--- src/rtl/id_ex_alu_issue.sv ---
// ID-stage MIPS-I decoder plus ID/EX pipeline register feeding the EX-stage ALU.
// Optional feature: define ID_OVF_TRAP_EN to flag add/sub/addi for overflow trapping.
module id_ex_alu_issue #(
  parameter logic [4:0] NOP_CODE = 5'b00000
) (
  input  logic        clk,
  input  logic        rst_n,
  input  logic        id_valid,
  input  logic [31:0] id_instr,
  input  logic [31:0] id_rs_data,
  input  logic [31:0] id_rt_data,
  input  logic        stall,
  input  logic        flush,
  output logic        id_hazard,
  output logic        ex_valid,
  output logic [4:0]  ex_alu_code,
  output logic [31:0] ex_op_a,
  output logic [31:0] ex_op_b,
  output logic [4:0]  ex_rd,
  output logic        ex_reg_write,
  output logic        ex_mem_read,
  output logic        ex_mem_write,
  output logic [31:0] ex_store_data,
  output logic        ex_illegal,
  output logic        ex_ovf_en
);

  typedef enum logic [4:0] {
    ALU_ADD, ALU_AND, ALU_XOR, ALU_OR, ALU_NOR, ALU_SUB, ALU_ANDI, ALU_XORI,
    ALU_ORI, ALU_JR, ALU_BEQ, ALU_BNE, ALU_BGEZ, ALU_BGTZ, ALU_BLEZ, ALU_BLTZ,
    ALU_SLL, ALU_SRL, ALU_SRA, ALU_SLT, ALU_SLTU
  } alu_code_e;

  logic [5:0]  w_op, w_funct;
  logic [4:0]  w_rs, w_rt, w_rdf, w_shamt;
  logic [31:0] w_sext, w_zext;

  assign w_op    = id_instr[31:26];
  assign w_rs    = id_instr[25:21];
  assign w_rt    = id_instr[20:16];
  assign w_rdf   = id_instr[15:11];
  assign w_shamt = id_instr[10:6];
  assign w_funct = id_instr[5:0];
  assign w_sext  = {{16{id_instr[15]}}, id_instr[15:0]};
  assign w_zext  = {16'h0, id_instr[15:0]};

  logic [4:0]  w_code, w_rd;
  logic [31:0] w_a, w_b, w_sd;
  logic        w_wr, w_mr, w_mw, w_ill, w_ovf, w_rt_src;

  always_comb begin
    w_code   = ALU_ADD;
    w_a      = id_rs_data;
    w_b      = id_rt_data;
    w_rd     = '0;
    w_wr     = 1'b0;
    w_mr     = 1'b0;
    w_mw     = 1'b0;
    w_ill    = 1'b0;
    w_rt_src = 1'b0;
    unique case (w_op)
      6'h00: begin
        w_rd     = w_rdf;
        w_wr     = 1'b1;
        w_rt_src = 1'b1;
        case (w_funct)
          6'h20, 6'h21: w_code = ALU_ADD;
          6'h22, 6'h23: w_code = ALU_SUB;
          6'h24: w_code = ALU_AND;
          6'h25: w_code = ALU_OR;
          6'h26: w_code = ALU_XOR;
          6'h27: w_code = ALU_NOR;
          6'h2A: w_code = ALU_SLT;
          6'h2B: w_code = ALU_SLTU;
          6'h08: begin w_code = ALU_JR; w_wr = 1'b0; end
          6'h00: begin w_code = ALU_SLL; w_a = {27'h0, w_shamt}; end
          6'h02: begin w_code = ALU_SRL; w_a = {27'h0, w_shamt}; end
          6'h03: begin w_code = ALU_SRA; w_a = {27'h0, w_shamt}; end
          6'h04: begin w_code = ALU_SLL; w_a = {27'h0, id_rs_data[4:0]}; end
          6'h06: begin w_code = ALU_SRL; w_a = {27'h0, id_rs_data[4:0]}; end
          6'h07: begin w_code = ALU_SRA; w_a = {27'h0, id_rs_data[4:0]}; end
          default: w_ill = 1'b1;
        endcase
      end
      6'h08, 6'h09: begin w_code = ALU_ADD;  w_b = w_sext; w_rd = w_rt; w_wr = 1'b1; end
      6'h0A:        begin w_code = ALU_SLT;  w_b = w_sext; w_rd = w_rt; w_wr = 1'b1; end
      6'h0B:        begin w_code = ALU_SLTU; w_b = w_sext; w_rd = w_rt; w_wr = 1'b1; end
      6'h23: begin w_code = ALU_ADD; w_b = w_sext; w_rd = w_rt; w_wr = 1'b1; w_mr = 1'b1; end
      6'h2B: begin w_code = ALU_ADD; w_b = w_sext; w_rd = w_rt; w_mw = 1'b1; w_rt_src = 1'b1; end
      6'h0C: begin w_code = ALU_ANDI; w_b = w_zext; w_rd = w_rt; w_wr = 1'b1; end
      6'h0D: begin w_code = ALU_ORI;  w_b = w_zext; w_rd = w_rt; w_wr = 1'b1; end
      6'h0E: begin w_code = ALU_XORI; w_b = w_zext; w_rd = w_rt; w_wr = 1'b1; end
      6'h0F: begin
        w_code = ALU_ADD; w_a = '0; w_b = {id_instr[15:0], 16'h0}; w_rd = w_rt; w_wr = 1'b1;
      end
      6'h04: begin w_code = ALU_BEQ;  w_rt_src = 1'b1; end
      6'h05: begin w_code = ALU_BNE;  w_rt_src = 1'b1; end
      6'h06: begin w_code = ALU_BLEZ; w_b = '0; end
      6'h07: begin w_code = ALU_BGTZ; w_b = '0; end
      6'h01: begin
        w_b = '0;
        case (w_rt)
          5'd0:    w_code = ALU_BLTZ;
          5'd1:    w_code = ALU_BGEZ;
          default: w_ill  = 1'b1;
        endcase
      end
      default: w_ill = 1'b1;
    endcase
    // Illegal overrides whatever the partial decode above produced.
    if (w_ill) begin
      w_code = NOP_CODE;
      w_a    = '0;
      w_b    = '0;
      w_rd   = '0;
      w_wr   = 1'b0;
      w_mr   = 1'b0;
      w_mw   = 1'b0;
    end
    if (w_rd == 5'd0) w_wr = 1'b0;
  end

  assign w_sd = w_mw ? id_rt_data : '0;

`ifdef ID_OVF_TRAP_EN
  assign w_ovf = ((w_op == 6'h00) && ((w_funct == 6'h20) || (w_funct == 6'h22))) ||
                 (w_op == 6'h08);
`else
  assign w_ovf = 1'b0;
`endif

  always_ff @(posedge clk) begin
    if (!rst_n || flush || (!stall && !id_valid)) begin
      ex_valid      <= 1'b0;
      ex_alu_code   <= NOP_CODE;
      ex_op_a       <= '0;
      ex_op_b       <= '0;
      ex_rd         <= '0;
      ex_reg_write  <= 1'b0;
      ex_mem_read   <= 1'b0;
      ex_mem_write  <= 1'b0;
      ex_store_data <= '0;
      ex_illegal    <= 1'b0;
      ex_ovf_en     <= 1'b0;
    end else if (!stall) begin
      ex_valid      <= 1'b1;
      ex_alu_code   <= w_code;
      ex_op_a       <= w_a;
      ex_op_b       <= w_b;
      ex_rd         <= w_rd;
      ex_reg_write  <= w_wr;
      ex_mem_read   <= w_mr;
      ex_mem_write  <= w_mw;
      ex_store_data <= w_sd;
      ex_illegal    <= w_ill;
      ex_ovf_en     <= w_ovf;
    end
  end

  assign id_hazard = ex_valid && ex_mem_read && (ex_rd != 5'd0) && id_valid &&
                     ((ex_rd == w_rs) || ((ex_rd == w_rt) && w_rt_src));

endmodule
--- config.mk ---
export PLATFORM = sky130hd
export DESIGN_NAME = id_ex_alu_issue
export DESIGN_NICKNAME = d
export VERILOG_FILES = /design/src/rtl/id_ex_alu_issue.sv
export SDC_FILE = /design/constraint.sdc
export NUM_CORES = 1
export LEC_CHECK = 0
export BUFFER_PORTS_ARGS = -buffer_cell sky130_fd_sc_hd__buf_4
export CORE_MARGIN = 2
export CORE_UTILIZATION = 40
export DETAILED_ROUTE_END_ITERATION = 6
export PLACE_DENSITY = 0.72
export SLEW_MARGIN = 10
export SYNTH_ARGS = -nofsm -noshare
export SYNTH_HDL_FRONTEND = slang
export SYNTH_SLANG_ARGS = --single-unit
--- constraint.sdc ---
create_clock -name clk -period 4.35 [get_ports clk]
set_input_delay 1.305 -clock clk [delete_from_list [all_inputs] [get_ports clk]]
set_output_delay 1.305 -clock clk [all_outputs]
set_load 0.02 [all_outputs]
# Yosys cells after proc, flatten, opt, wreduce, memory -nomap -nowiden
# Cells that the tools add are included.
[totals] latch_bits=0 out_inout_bits=113 rom_bits=0 input_bits=101 reg_bits=111 elab_cells=100 memories=0 ramBits=0
[op_classes] n_eq_ne=34 order_cmp=0 n_div=0 n_addsub=0 shift=0 bitwise_logic=0 n_mux=24 n_reduce_logical=32 multipliers=0
[ops] operator="$pmux 32 s2" count=2
[ops] operator="$pmux 32 s4" count=1
[ops] operator="$pmux 5 s11" count=2
[ops] operator="$mux 32" count=3
[ops] operator="$eq 6x6->1 const B" count=12
[ops] operator="$eq 6x4->1 const B" count=9
[ops] operator="$eq 6x3->1 const B" count=7
[ops] operator="$reduce_or 17->1" count=1
[ops] operator="$reduce_or 14->1" count=1
[ops] operator="$eq 6x2->1 const B" count=2
[ops] operator="$logic_not 6->1" count=2
[ops] operator="$reduce_or 3->1" count=4
[ops] operator="$eq 5x5->1" count=2
[ops] operator="$logic_not 5->1" count=2
[ops] operator="$mux 1" count=10
[ops] operator="$mux 5" count=2
[ops] operator="$pmux 5 s2" count=1
[ops] operator="$reduce_or 10->1" count=1
[ops] operator="$reduce_or 2->1" count=5
[ops] operator="$reduce_or 9->1" count=1
[ops] operator="$pmux 4 s2" count=1
[ops] operator="$eq 6x1->1 const B" count=1
[ops] operator="$logic_and 1x1->1" count=6
[ops] operator="$reduce_or 6->1" count=1
[ops] operator="7 further kinds" count=11

# Depth between registers and ports, before layout
# Gate-level depths: netlist of the first run.
[depth] word_depth=7 depth_mapped=8

# Worst setup path after synthesis of the first run
# No wires, ideal clock.
[synth_timing] path_kind="input port to output port" startpoint="input port id_instr[29]" endpoint="output port id_hazard" path_buffers=2 path_stages=5 required_time_ps=3045 setup_slack_ps=557 arrival_time_ps=2488 cell_sequence="clkbuf_1 > clkbuf_1 > and4_1 > o21ai_0 > a21oi_1"
[synth_between] elab_chain_cells=6 word_cells_on_any_way=9
[synth_rtl] element="start, declared" line="9" rtl="input logic [31:0] id_instr,"
[synth_rtl] element="$eq 6x3->1, or another cell as far along" line="61" rtl="unique case (w_op)"
[synth_rtl] element="$reduce_or 4->1 (no line) (*)"
[synth_rtl] element="$mux 1 (*)" line="61"
[synth_rtl] element="$logic_and 1x1->1 (*)" line="161" rtl="((ex_rd == w_rs) || ((ex_rd == w_rt) && w_rt_src));"
[synth_rtl] element="$logic_or 1x1->1 (*)" line="161"
[synth_rtl] element="$logic_and 1x1->1 (*)" line="160" rtl="assign id_hazard = ex_valid && ex_mem_read && (ex_rd != 5'd0) && id_valid &&"
[synth_rtl] element="end, declared" line="14" rtl="output logic id_hazard,"
# Every way passes the cells marked *; elsewhere a longest branch is shown, timed or not.

# Final worst setup path of the first run
[layout_timing] startpoint="input port id_instr[26]" endpoint="output port id_hazard"
# Same word-level chain as after synthesis.

==> results_dict.tcl, run 1 <==
set metrics [dict create \
    status "completed" \
    rows 41 \
    syn_area_sq_um 5071 \
    overflow 0 \
    clock-sinks 111 \
    worstPathMaxFanout 14 \
    cts_buffer_depth 2 \
    hold_buffers 0 \
    arrival_ps 2470 \
    rsz0062_at_grt "no" \
    reg2reg_slack_ps 3400 \
    postSynthAreaPerCell_sq_um 9.023 \
    sequentialPowerShare_pct 49.3 \
    synth_edf_count 0 \
    hp-class "reg2reg" \
    slew_viol_final 0 \
    max_stage_delay_ps 350 \
    drt_iter0_drc 421 \
    finClkSkew_ps 0 \
    routed_wl_um 17220 \
    dp_hpwl_um 12460 \
    synth_top_area_cell "dfxtp_1" \
    whs_endpoint "ex_op_a[2]" \
    wl_per_cell_um 18.90 \
    h-tree-depth 3 \
    post-route-min-period_ps 3775 \
    fmax_mhz 264.9 \
    min_period_over_period_pct 86.78 \
    tightest_slew_ps 1213 \
    leakage_nw 2.777 \
    top_layer_used "met4" \
    antenna_found_initial 0 \
    first_pass_iters 7 \
    yosysUniqueCellTypes 65 \
    diodes 0 \
    syn_inst 562 \
    cts-root-buf "clkbuf_16" \
    grtUsageTotal_pct 24.45 \
    hold_path_depth 2 \
    final_cells 911 \
    synth_nets 663 \
    wl_met3_um 1394 \
    async_reset_ff_share_pct 0 \
    vdd_drop_max_mv 0.1743 \
    end_kind "output port" \
    clock_latency_ps 350 \
    final.setup.tns_ps 0 \
    cp_slowest_cell "nor2b_1" \
    gp_congestion 0.8807 \
    io_buffer_count 212 \
    nNetsFinal 836 \
    regToRegStartpoint "ex_op_b[5]" \
    core-area_sq_um 12520 \
    grt_max_degree 48 \
    clk_pin_slew_worst_paths_ps 70 \
    drc 0 \
    timing.critical_path.cells "buf_4 -> nor2b_1 -> and4_1 -> o21ai_0 -> a21oi_1 -> buf_4" \
    clkPwrFrac_pct 37.4 \
    initial_core_util_pct 40.51 \
    intPower_w 0.001537 \
    synthTopCellsByArea "dfxtp_1, a22o_1, a21oi_1" \
    slew_headroom_pct 18.99 \
    cts_resized 0 \
    synthDominantCellAreaShare_pct 43.82 \
    critPathLaunchType "primary input" \
    areaGrowthSynthToFinish_pct 36.96 \
    drive_above_1_share_pct 34.24 \
    grt_pass1_vias 4878 \
    final_common_cell "buf_4" \
    die_w_um 116.6 \
    ys_seq_area_share_pct 43.82 \
    ios 214 \
    yosys_warnings 0 \
    r2r_cells 2 \
    fp.dieH_um 116.6 \
    combPwrFrac_pct 13.3 \
    p_sw_w 0.0005463 \
    drt-met1-wl_um 7366 \
    placed_cells 896 \
    hp-start "ex_op_a[2]" \
    wl_met2_um 8174 \
    hold_viol 0 \
    r2r_end "ex_op_b[5]" \
    cts_tree "done" \
    layout_common_cells "buf_4, dfxtp_1, a21oi_1, nand2_1, a22o_1" \
    worstPathRequired_ps 3040 \
    synth-seq-cells 111 \
    synthFlopType "dfxtp_1" \
    final_antenna_net_count 0 \
    die_area_sq_um 13590 \
    finalSetupViolCount 0 \
    routed_via_density 5.771 \
    vias 5257 \
    grt_pass1_wl_um 25650 \
    crit_type "in2out" \
    cts_setup_buffers 0 \
    cts-buffers-inserted 9 \
    sw_frac_of_total_pct 26.23 \
    crit_path_frequent_cell "buf_4" \
    maxCapViolations 0 \
    powerDensity_nw_per_um2 299.9 \
]
-- power groups by stage --
stage | Combinational [W] | Sequential (W) | Clock (W)
floorplan | 0.000137 | 0.00106 | 0
CTS | 0.000275 | 0.00103 | 0.000797
global route | 0.000299 | 0.00103 | 0.000838
global placement | 0.000267 | 0.00105 | 0
finish | 0.000277 | 0.00103 | 0.000779
detailed placement | 0.000274 | 0.00105 | 0
-- logic make-up after synthesis --
| kind of cell | synth area share (%) |
|---|---|
| AO/OA/AOI/OAI | 28.25 |
| XOR/XNOR | 1.727 |
| adder cells (fa/ha/maj) | 0.1974 |
| buffers and inverters | 6.514 |
| flip-flops | 43.82 |
| multiplexers | 0.3948 |
| other | 0.07395 |
| AND/OR/NAND/NOR | 19.02 |
-- worst max path at each step --
stage	start	end	slack [ps]
after detailed placement	id_instr[26]	id_hazard	610
after floorplan	id_instr[29]	id_hazard	560
after global routing	id_instr[26]	id_hazard	450
after CTS	id_instr[26]	id_hazard	590
final	id_instr[26]	id_hazard	570
after global placement	id_instr[26]	id_hazard	620
-- routing by layer --
layer | up-vias | global-route usage (%)
li1 | 2488 | -
met1 | 2510 | 31.18
met2 | 238 | 40.08
met3 | 21 | 7.006
met4 | 0 | 7.843
met5 | - | 0
-- worst max-delay path: cells and delay by family --
family	cells	cell delay [ps]
AOI/OAI and AO/OA	2	230
buffers and inverters	2	340
and+or+nand+nor	2	590
-- registers in the layout (all words and copies together), names as in the netlist, 5 cells and up --
signal         cells
ex_alu_code        5
ex_op_a           32
ex_op_b           32
ex_rd              5
ex_store_data     32
-- metrics by stage --
step / util (%) / hold slack [ps] / cell area (sq um) / worst slack, ps / total power, W
global placement: 53.32 / 438.6 / 6674 / 616.6 / 0.001318
detailed placement: 53.32 / 449.1 / 6674 / 605.8 / 0.001325
global route: 55.49 / 482.3 / 6945 / 453.3 / 0.002164
finish: 55.49 / 454.5 / 6945 / 575.0 / 0.002083
CTS: 55.49 / 458.9 / 6945 / 590.8 / 0.002099
floorplan: - / 525.4 / 5071 / 557.1 / 0.001196
-- cell usage after synthesis, types with 3 or more instances --
library cell	n
nor3b_1	5
and2_1	3
clkbuf_1	37
and3_1	3
a21oi_1	52
buf_2	9
buf_4	6
a31oi_1	8
buf_6	7
a221oi_1	15
a222oi_1	16
o21ai_1	5
nor2b_1	5
a22o_1	37
dfxtp_1	111
o2111ai_1	3
xor2_1	4
nor2_1	16
a22oi_1	7
nand2_1	51
nand3_1	17
nand4_1	30
nand2b_1	3
o21ai_0	26
o22ai_1	3
xnor2_1	6
nor3_1	23
inv_1	5
nand4b_1	3
-- area by class of cell --
cell class	count	area, sq um
fill	1180	5572
multi-input combinational	386	2539
sequential	111	2222
timing repair buffer	222	1679
clock buffer	10	229.0
tap	172	215.2
clock inverter	5	42.54
inverter	5	18.77
(Power assumes the default switching activity.)
==> run 2, diff against run 1 <==
--- a/config.mk
+++ b/config.mk
@@ -5,7 +5,7 @@
 export SDC_FILE = /design/constraint.sdc
 export NUM_CORES = 1
 export LEC_CHECK = 0
-export BUFFER_PORTS_ARGS = -buffer_cell sky130_fd_sc_hd__buf_4
+export BUFFER_PORTS_ARGS = -buffer_cell sky130_fd_sc_hd__buf_2
 export CORE_MARGIN = 2
 export CORE_UTILIZATION = 40
 export DETAILED_ROUTE_END_ITERATION = 6
==> results_dict.tcl, run 2 (same netlist as run 1, synthesis figures left out) <==
set metrics [dict create \
    status "completed" \
    die_area_sq_um 13590 \
    nNetsFinal 837 \
    fp.dieH_um 116.6 \
    vdd_drop_max_mv 0.2281 \
    leakage_nw 2.715 \
    maxCapViolations 0 \
    drc 0 \
    ios 214 \
    fillers 1206 \
    hold_viol 0 \
    tightest_slew_ps 980.8 \
    clk_pin_slew_worst_paths_ps 70 \
    top_regs "ex_op_a x32, ex_op_b x32, ex_store_data x32" \
    cts_tree "done" \
    final_antenna_net_count 0 \
    seq_area_sq_um 2222 \
    end_kind "output port" \
    antenna_found_initial 0 \
    multi_input_area_sq_um 2539 \
    final_cells 913 \
    diodes 0 \
    cts_resized 0 \
    clock_latency_ps 350 \
    initial_core_util_pct 40.51 \
    rows 41 \
    gp_congestion 0.8578 \
    hp-class "reg2reg" \
    io_buffer_count 212 \
    grt_pass1_vias 4912 \
    layout_common_cells "buf_2, dfxtp_1, a21oi_1, nand2_1, a22o_1" \
    critPathLaunchType "primary input" \
    powerDensity_nw_per_um2 322.9 \
    clock-sinks 111 \
    routed_via_density 5.831 \
    grtUsageTotal_pct 23.85 \
    drt_iter0_drc 558 \
    wl_per_cell_um 18.50 \
    cts_setup_buffers 0 \
    worstPathMaxFanout 14 \
    vias 5324 \
    arrival_ps 2570 \
    cts-root-buf "clkbuf_16" \
    routed_wl_um 16890 \
    overflow 0 \
    slew_headroom_pct 34.33 \
    min_period_over_period_pct 89.13 \
    hold_buffers 0 \
    rsz0062_at_grt "no" \
    core-area_sq_um 12520 \
    first_pass_iters 6 \
    fmax_mhz 257.9 \
    placed_cells 897 \
    h-tree-depth 3 \
    dp_hpwl_um 12170 \
    cts-buffers-inserted 9 \
    crit_type "in2out" \
    post-route-min-period_ps 3877 \
    worstPathRequired_ps 3040 \
    grt_max_degree 51 \
    areaGrowthSynthToFinish_pct 27.07 \
    slew_viol_final 0 \
    grt_pass1_wl_um 25190 \
    cts_buffer_depth 2 \
    finClkSkew_ps 0 \
    final_common_cell "buf_2" \
    drive_above_1_share_pct 34.41 \
    final.setup.tns_ps 0 \
    die_w_um 116.6 \
    finalSetupViolCount 0 \
]
[run 2: cell count changes in the layout (fill, tap and decap cells not counted), sizes merged]
cell / delta
clkinv: -2
clkbuf: +2
buf: +1
clkinvlp: +1
[run 2: final timing paths]
kind	startpoint	end	slack, ps	cells after the start
setup / recovery	id_instr[26]	id_hazard	470	6
hold / removal	ex_op_b[31]	ex_op_b[31]	450	2
setup reg to reg	ex_op_b[3]	ex_op_b[3]	3440	2
hold reg to reg	ex_op_b[31]	ex_op_b[31]	450	2
[run 2: stage by stage]
step | hold slack [ps] | area [sq um] | utilization (%) | total power, W | worst slack, ps
after floorplan | 525.4 | 5071 | - | 0.001196 | 557.1
after detailed placement | 439.3 | 6151 | 49.14 | 0.001295 | 488.8
after global routing | 477.2 | 6444 | 51.48 | 0.002160 | 368.4
after CTS | 456.0 | 6444 | 51.48 | 0.002097 | 469.9
after global placement | 432.6 | 6151 | 49.14 | 0.001288 | 533.3
final | 452.2 | 6444 | 51.48 | 0.002081 | 472.8
[run 2: area by class of cell]
class	count	share of cell area [%]
Tap cell	172	3.340
Timing Repair Buffer	223	17.94
Clock inverter	4	0.5631
Inverter	5	0.2913
Clock buffer	12	3.981
Multi-Input combinational cell	386	39.40
Sequential cell	111	34.49
[run 2: where the power goes]
group	leakage (nW)	switching [W]	internal, W
clock	0.141	0.000378	0.000428
combinational	1.68	0.000157	0.0000918
sequential	0.895	0.00000443	0.00102
[run 2: layer usage]
metal  vias up  share of wire, %  track usage [%]  wire [um]
li1       2494                 -                -          -
met1      2522                42            28.94       7019
met2       279                47            40.66       7992
met3        29               9.1            6.124       1533
met4         0               2.0            9.176        343
met5         -                 0                0          0
[run 2: worst max-delay path: stages]
cell and delay, ps:
buf_2 250, nor2b_1 370, and4_1 240, o21ai_0 90, a21oi_1 140, buf_2 180
